[config.mk]
export PLATFORM = sky130hd
export DESIGN_NAME = tuser_in_fsm_flat
export DESIGN_NICKNAME = d
export VERILOG_FILES = /design/src/rtl/tuser_in_fsm_if.sv /design/src/rtl/tuser_in_fsm.sv /design/src/flat_wrapper.sv
export SDC_FILE = /design/constraint.sdc
export NUM_CORES = 1
export LEC_CHECK = 0
export BUFFER_PORTS_ARGS = -buffer_cell sky130_fd_sc_hd__buf_2
export CAP_MARGIN = 5
export CORE_ASPECT_RATIO = 0.6
export CORE_MARGIN = 3
export CORE_UTILIZATION = 52
export DETAILED_ROUTE_END_ITERATION = 12
export PLACE_DENSITY = 0.88
export SYNTH_ARGS = -nofsm -noshare
export SYNTH_HDL_FRONTEND = slang
export SYNTH_SLANG_ARGS = --single-unit
export TNS_END_PERCENT = 20
[constraint.sdc]
create_clock -name tin_aclk -period 5.87 [get_ports tin_aclk]
set_input_delay 0.587 -clock tin_aclk [delete_from_list [all_inputs] [get_ports tin_aclk]]
set_output_delay 0.587 -clock tin_aclk [all_outputs]
set_load 0.05 [all_outputs]
[src/rtl/tuser_in_fsm_if.sv]
// Ingress AXI-Stream beat bus as seen by the tuple input stage.
// The stage only observes the stream, so the slave side is all inputs.
interface tuser_in_fsm_if #(
    parameter int TUSER_WIDTH = 128
);
    logic                   tin_avalid;
    logic                   tin_aready;
    logic                   tin_tlast;
    logic [TUSER_WIDTH-1:0] tin_atuser;

    modport master (
        output tin_avalid,
        output tin_aready,
        output tin_tlast,
        output tin_atuser
    );

    modport slave (
        input tin_avalid,
        input tin_aready,
        input tin_tlast,
        input tin_atuser
    );
endinterface

[src/rtl/tuser_in_fsm.sv]
// Tuple input stage: captures tuser metadata on the SOP beat of every
// ingress packet and strobes it to the tuple input, tracking framing,
// per-packet beat count (saturating) and completed packets (wrapping).
// Passive observer of the stream; never applies backpressure.
module tuser_in_fsm #(
    parameter int TUSER_WIDTH    = 128,
    parameter int BEAT_CNT_WIDTH = 16,
    parameter int PKT_CNT_WIDTH  = 32
) (
    input  logic                      tin_aclk,
    input  logic                      tin_arst,
    tuser_in_fsm_if.slave             s_axis,
    output logic                      tin_valid,
    output logic [TUSER_WIDTH-1:0]    tin_data,
    output logic                      tin_sop,
    output logic                      tin_eop,
    output logic [BEAT_CNT_WIDTH-1:0] tin_beats,
    output logic [PKT_CNT_WIDTH-1:0]  tin_pkt_cnt
);

    typedef enum logic {
        IDLE = 1'b0,
        PKT  = 1'b1
    } state_t;

    state_t                    state_q;
    logic [BEAT_CNT_WIDTH-1:0] beat_q;
    logic [BEAT_CNT_WIDTH-1:0] beat_d;
    logic                      valid_q;
    logic                      sop_q;
    logic                      eop_q;
    logic [TUSER_WIDTH-1:0]    data_q;
    logic [BEAT_CNT_WIDTH-1:0] beats_q;
    logic [PKT_CNT_WIDTH-1:0]  pkt_q;
    logic                      xfer;

    // Only accepted beats matter; tlast/tuser on idle cycles are ignored.
    assign xfer = s_axis.tin_avalid && s_axis.tin_aready;

    // Saturating beat count including the beat now being transferred.
    always_comb begin
        beat_d = beat_q;
        if (beat_q != '1) begin
            beat_d = beat_q + BEAT_CNT_WIDTH'(1);
        end
    end

    // Framing FSM with registered strobes, metadata and counters.
    always_ff @(posedge tin_aclk) begin
        if (tin_arst) begin
            state_q <= IDLE;
            beat_q  <= '0;
            valid_q <= 1'b0;
            sop_q   <= 1'b0;
            eop_q   <= 1'b0;
            data_q  <= '0;
            beats_q <= '0;
            pkt_q   <= '0;
        end else begin
            valid_q <= 1'b0;
            sop_q   <= 1'b0;
            eop_q   <= 1'b0;
            if (xfer) begin
                case (state_q)
                    IDLE: begin
                        data_q  <= s_axis.tin_atuser;
                        valid_q <= 1'b1;
                        sop_q   <= 1'b1;
                        if (s_axis.tin_tlast) begin
                            // single-beat packet: open and close together
                            eop_q   <= 1'b1;
                            beats_q <= BEAT_CNT_WIDTH'(1);
                            pkt_q   <= pkt_q + PKT_CNT_WIDTH'(1);
                            beat_q  <= '0;
                        end else begin
                            beat_q  <= BEAT_CNT_WIDTH'(1);
                            state_q <= PKT;
                        end
                    end
                    PKT: begin
                        if (s_axis.tin_tlast) begin
                            beats_q <= beat_d;
                            eop_q   <= 1'b1;
                            pkt_q   <= pkt_q + PKT_CNT_WIDTH'(1);
                            beat_q  <= '0;
                            state_q <= IDLE;
                        end else begin
                            beat_q  <= beat_d;
                        end
                    end
                    default: state_q <= IDLE;
                endcase
            end
        end
    end

    assign tin_valid   = valid_q;
    assign tin_sop     = sop_q;
    assign tin_eop     = eop_q;
    assign tin_data    = data_q;
    assign tin_beats   = beats_q;
    assign tin_pkt_cnt = pkt_q;

endmodule

[src/flat_wrapper.sv]
// flat-port wrapper written by rule: the top's interface ports become plain ports
module tuser_in_fsm_flat 
#(
    parameter int TUSER_WIDTH    = 128,
    parameter int BEAT_CNT_WIDTH = 16,
    parameter int PKT_CNT_WIDTH  = 32
)
  (tin_aclk, tin_arst, tin_valid, tin_data, tin_sop, tin_eop, tin_beats, tin_pkt_cnt, s_axis_tin_avalid, s_axis_tin_aready, s_axis_tin_tlast, s_axis_tin_atuser);
  tuser_in_fsm_if #(.TUSER_WIDTH(TUSER_WIDTH)) s_axis_i ();
  input  logic tin_aclk;
  input  logic tin_arst;
  output logic tin_valid;
  output logic [TUSER_WIDTH-1:0] tin_data;
  output logic tin_sop;
  output logic tin_eop;
  output logic [BEAT_CNT_WIDTH-1:0] tin_beats;
  output logic [PKT_CNT_WIDTH-1:0] tin_pkt_cnt;
  input wire logic [$bits(s_axis_i.tin_avalid)-1:0] s_axis_tin_avalid;
  input wire logic [$bits(s_axis_i.tin_aready)-1:0] s_axis_tin_aready;
  input wire logic [$bits(s_axis_i.tin_tlast)-1:0] s_axis_tin_tlast;
  input wire logic [$bits(s_axis_i.tin_atuser)-1:0] s_axis_tin_atuser;
  assign s_axis_i.tin_avalid = s_axis_tin_avalid;
  assign s_axis_i.tin_aready = s_axis_tin_aready;
  assign s_axis_i.tin_tlast = s_axis_tin_tlast;
  assign s_axis_i.tin_atuser = s_axis_tin_atuser;
  tuser_in_fsm #(.TUSER_WIDTH(TUSER_WIDTH), .BEAT_CNT_WIDTH(BEAT_CNT_WIDTH), .PKT_CNT_WIDTH(PKT_CNT_WIDTH)) u_core (.tin_aclk(tin_aclk), .tin_arst(tin_arst), .s_axis(s_axis_i), .tin_valid(tin_valid), .tin_data(tin_data), .tin_sop(tin_sop), .tin_eop(tin_eop), .tin_beats(tin_beats), .tin_pkt_cnt(tin_pkt_cnt));
endmodule
==> metrics <==
status finished, final reports clean; post-synthesis simple-gate area fraction 25.84%; drt via density 5.584; Worst R2R Path Depth 5; Top Ports 312; Max Buffers Root-to-Sink 2; Final Skew 15.79 ps; CTS tree done; CP delay by family, top simple AND/OR/NAND/NOR gates; # rows 33; CP max-delay cell nor4_4; largest net degree at the start of global routing 116; peak supply drop 0.0001890 V; Initial DRC Count 818; Clock Sinks 195; final worst slack 3231 ps; maximum fanout along the worst path 17; Worst R2R End u_core.tin_beats[0]; r2r setup slk 3230 ps; CTS buffer count 17; complex-gate fraction of the synthesized area 16.59%; largest family of logic cells by synthesized area simple AND/OR/NAND/NOR gates; Arr. time, crit path 2970 ps; DR DRC count 0; worst min-delay path class in -> reg; vias in the first global route 6977; Reg clk slew, reported paths 80 ps; fmax 378.9 MHz; WL/cell 16.68 um; cts hold-fix bufs 0; share of cells above drive strength 1 28.70%; crit path buf inv count 0; Yosys top cell by area dfxtp_1; die area 0.01646 mm^2; fin area 0.009868 mm^2; count of pins over their slew limit 0; Vert. Die Dim 100.6 um; top cells by area, synth dfxtp_1 50%, nand2_1 14%, a21oi_1 9.6%, clkbuf_1 3.0%, nand3_1 1.9%; # setup viols final 0; cts repair resizes 0; all-layer global routing usage 27.57%; sequential fraction of the synthesis area 50.35%; Initial Util 54.91%; fin nets 1367; sequential standard cell area 0.003904 mm^2; Leak Pwr 0.004263 uW; Setup Buffers After CTS 0; area grow syn2layout 27.27%; CP Launch Type flop; clk_lat worst skew 430 ps; Final Wtd Congestion 0.9693; CP Launch Point u_core.beat_q[0]; initial antenna violation count 0; CP required 6200 ps; Worst path max stage delay 910 ps; Yosys reg bits 195; WP depth 5; area share of the largest cell type after synthesis 50.35%; Setup TNS Final 0 ps; worst slew pin tran 1177 ps; worst r2r src u_core.beat_q[0]; area share of xor/xnor cells in the synthesized design 1.130%; H-tree levels 4; crit-path cells ha_1, nand4_2, nor4_4, xor2_1, a311oi_1; Pre-antenna DRT Iters 5; die span in x 163.6 um; Post-Synth Adder-Cell Area 0.3227%; antenna-violating nets left 0; RSZ-0062 raised after global routing no; port bufs 311; pwr/cell area 290.6 mW/mm^2; Min Clock Period, post-route 2639 ps; Critical Path End Type flop; CORE AREA 0.01412 mm^2; number of flops mapped to enable cells by yosys 0; fillcell total 1159; total number of vias 8019; DP HPWL 17180 um; multiplexer area fraction after synthesis 1.372%; synthesized cell area 0.007754 mm^2; Ant. Diodes 0; pre-CTS setup slack 2947 ps; final hold vios 0; synthesized area per cell 7.985 um^2; syn nets 1106; first-pass GRT wire length 36290 um; critical setup path kind reg -> reg; Multi-input gate area 0.003523 mm^2; final period utilization 44.96%; Yosys warning count 0; async set-or-reset flop fraction in the synthesized netlist 0%; Synth Instances 971; total design power 2867 uW; slew margin rel. 21.23%; GR Overflow Total 0; Yosys cell types 54; max_cap viols 0; Post-DP Area 0.009309 mm^2; main flop type after synthesis dfxtp_1; CP endpoint u_core.tin_beats[0]; final wirelength 23960 um; clk root buf clkbuf_16
-- routing by layer --
| layer | track usage [%] | vias up | wire [um] |
|---|---|---|---|
| li1 | - | 3877 | - |
| met2 | 42.45 | 380 | 10990 |
| met3 | 6.650 | 55 | 2164 |
| met5 | 0 | - | 0 |
| met1 | 38.20 | 3707 | 10180 |
| met4 | 9.357 | 0 | 620 |
-- layout by cell type, fill, tap and decap left out, drive strengths merged, types with 3 or more instances in the layout --
cell type and instances:
a21oi 149, a31oi 7, and3 10, and4 6, buf 315, clkbuf 18
clkinv 6, dfxtp 195, inv 18, mux2 5, mux2i 5, nand2 299
nand3 29, nand4 16, nor2 24, nor2b 4, nor3 9, nor4 9
o211ai 11, o21ai 18, o311ai 5, o31ai 15, o41ai 5, or2 3
or3 8, or4 19, xnor2 3, xor2 7
-- sequential cells by signal (all words and copies together), names as in the netlist --
signal / count
u_core.state_q: 1
u_core.tin_beats: 16
u_core.beat_q: 16
u_core.tin_pkt_cnt: 32
u_core.tin_data: 128
u_core.tin_valid: 1
u_core.tin_eop: 1
-- tightest hold or removal path, stage by stage --
cell     delay [ps]
buf_2            90
nand2_1          50
a21oi_1          50
-- worst min-delay path by stage --
| stage | start | endpoint | slack (ps) | depth (start not counted) |
|---|---|---|---|---|
| after floorplan | u_core.beat_q[10] | u_core.beat_q[10] | 490 | 2 |
| after global placement | u_core.tin_beats[6] | u_core.tin_beats[6] | 420 | 2 |
| after detailed placement | u_core.tin_beats[6] | u_core.tin_beats[6] | 430 | 2 |
| after CTS | s_axis_tin_atuser[11] | u_core.tin_data[11] | 380 | 3 |
| after global routing | s_axis_tin_atuser[121] | u_core.tin_data[121] | 380 | 3 |
| final | s_axis_tin_atuser[101] | u_core.tin_data[101] | 400 | 3 |
-- synthesized netlist by cell type (all sizes together) (9+ instances only) --
cell	instances
and3	10
o31ai	15
dfxtp	195
o211ai	11
buf	11
o21ai	18
inv	12
clkbuf	62
nand4	16
a21oi	149
or4	19
nor4	9
nor3	9
nor2	24
nand3	29
nand2	299
-- per-stage QoR --
| step | hold WS (ps) | util (%) | cells |
|---|---|---|---|
| after floorplan | 491.8 | - | 971 |
| after global placement | 419.0 | 65.92 | 1405 |
| after detailed placement | 430.4 | 65.92 | 1405 |
| after CTS | 379.2 | 69.88 | 1436 |
| after global routing | 382.4 | 69.88 | 1436 |
| final | 396.4 | 69.88 | 1436 |
-- layout make-up --
class	count	area share [%]
Clock buffer	18	4.450
Clock inverter	13	1.217
Inverter	13	0.4945
Multi-Input combinational cell	690	35.70
Sequential cell	195	39.56
Tap cell	192	2.434
Timing Repair Buffer	315	16.14
-- power by group --
group | internal (uW) | total, uW | switching (uW) | leakage (uW)
clock | 570 | 1110 | 541 | 0.000272
sequential | 1370 | 1390 | 24.8 | 0.00159
combinational | 92.7 | 366 | 273 | 0.00241
-- kinds of logic (layout without fill, tap and decap cells) --
| family | Yosys count | in the layout |
|---|---|---|
| simple gates | 443 | 443 |
| buf+inv | 86 | 359 |
| compound gates | 225 | 225 |
| flops | 195 | 195 |
| mux | 10 | 10 |
| fa+ha+maj | 2 | 2 |
| xor+xnor | 10 | 10 |
Power figures use the tool's default switching activity.
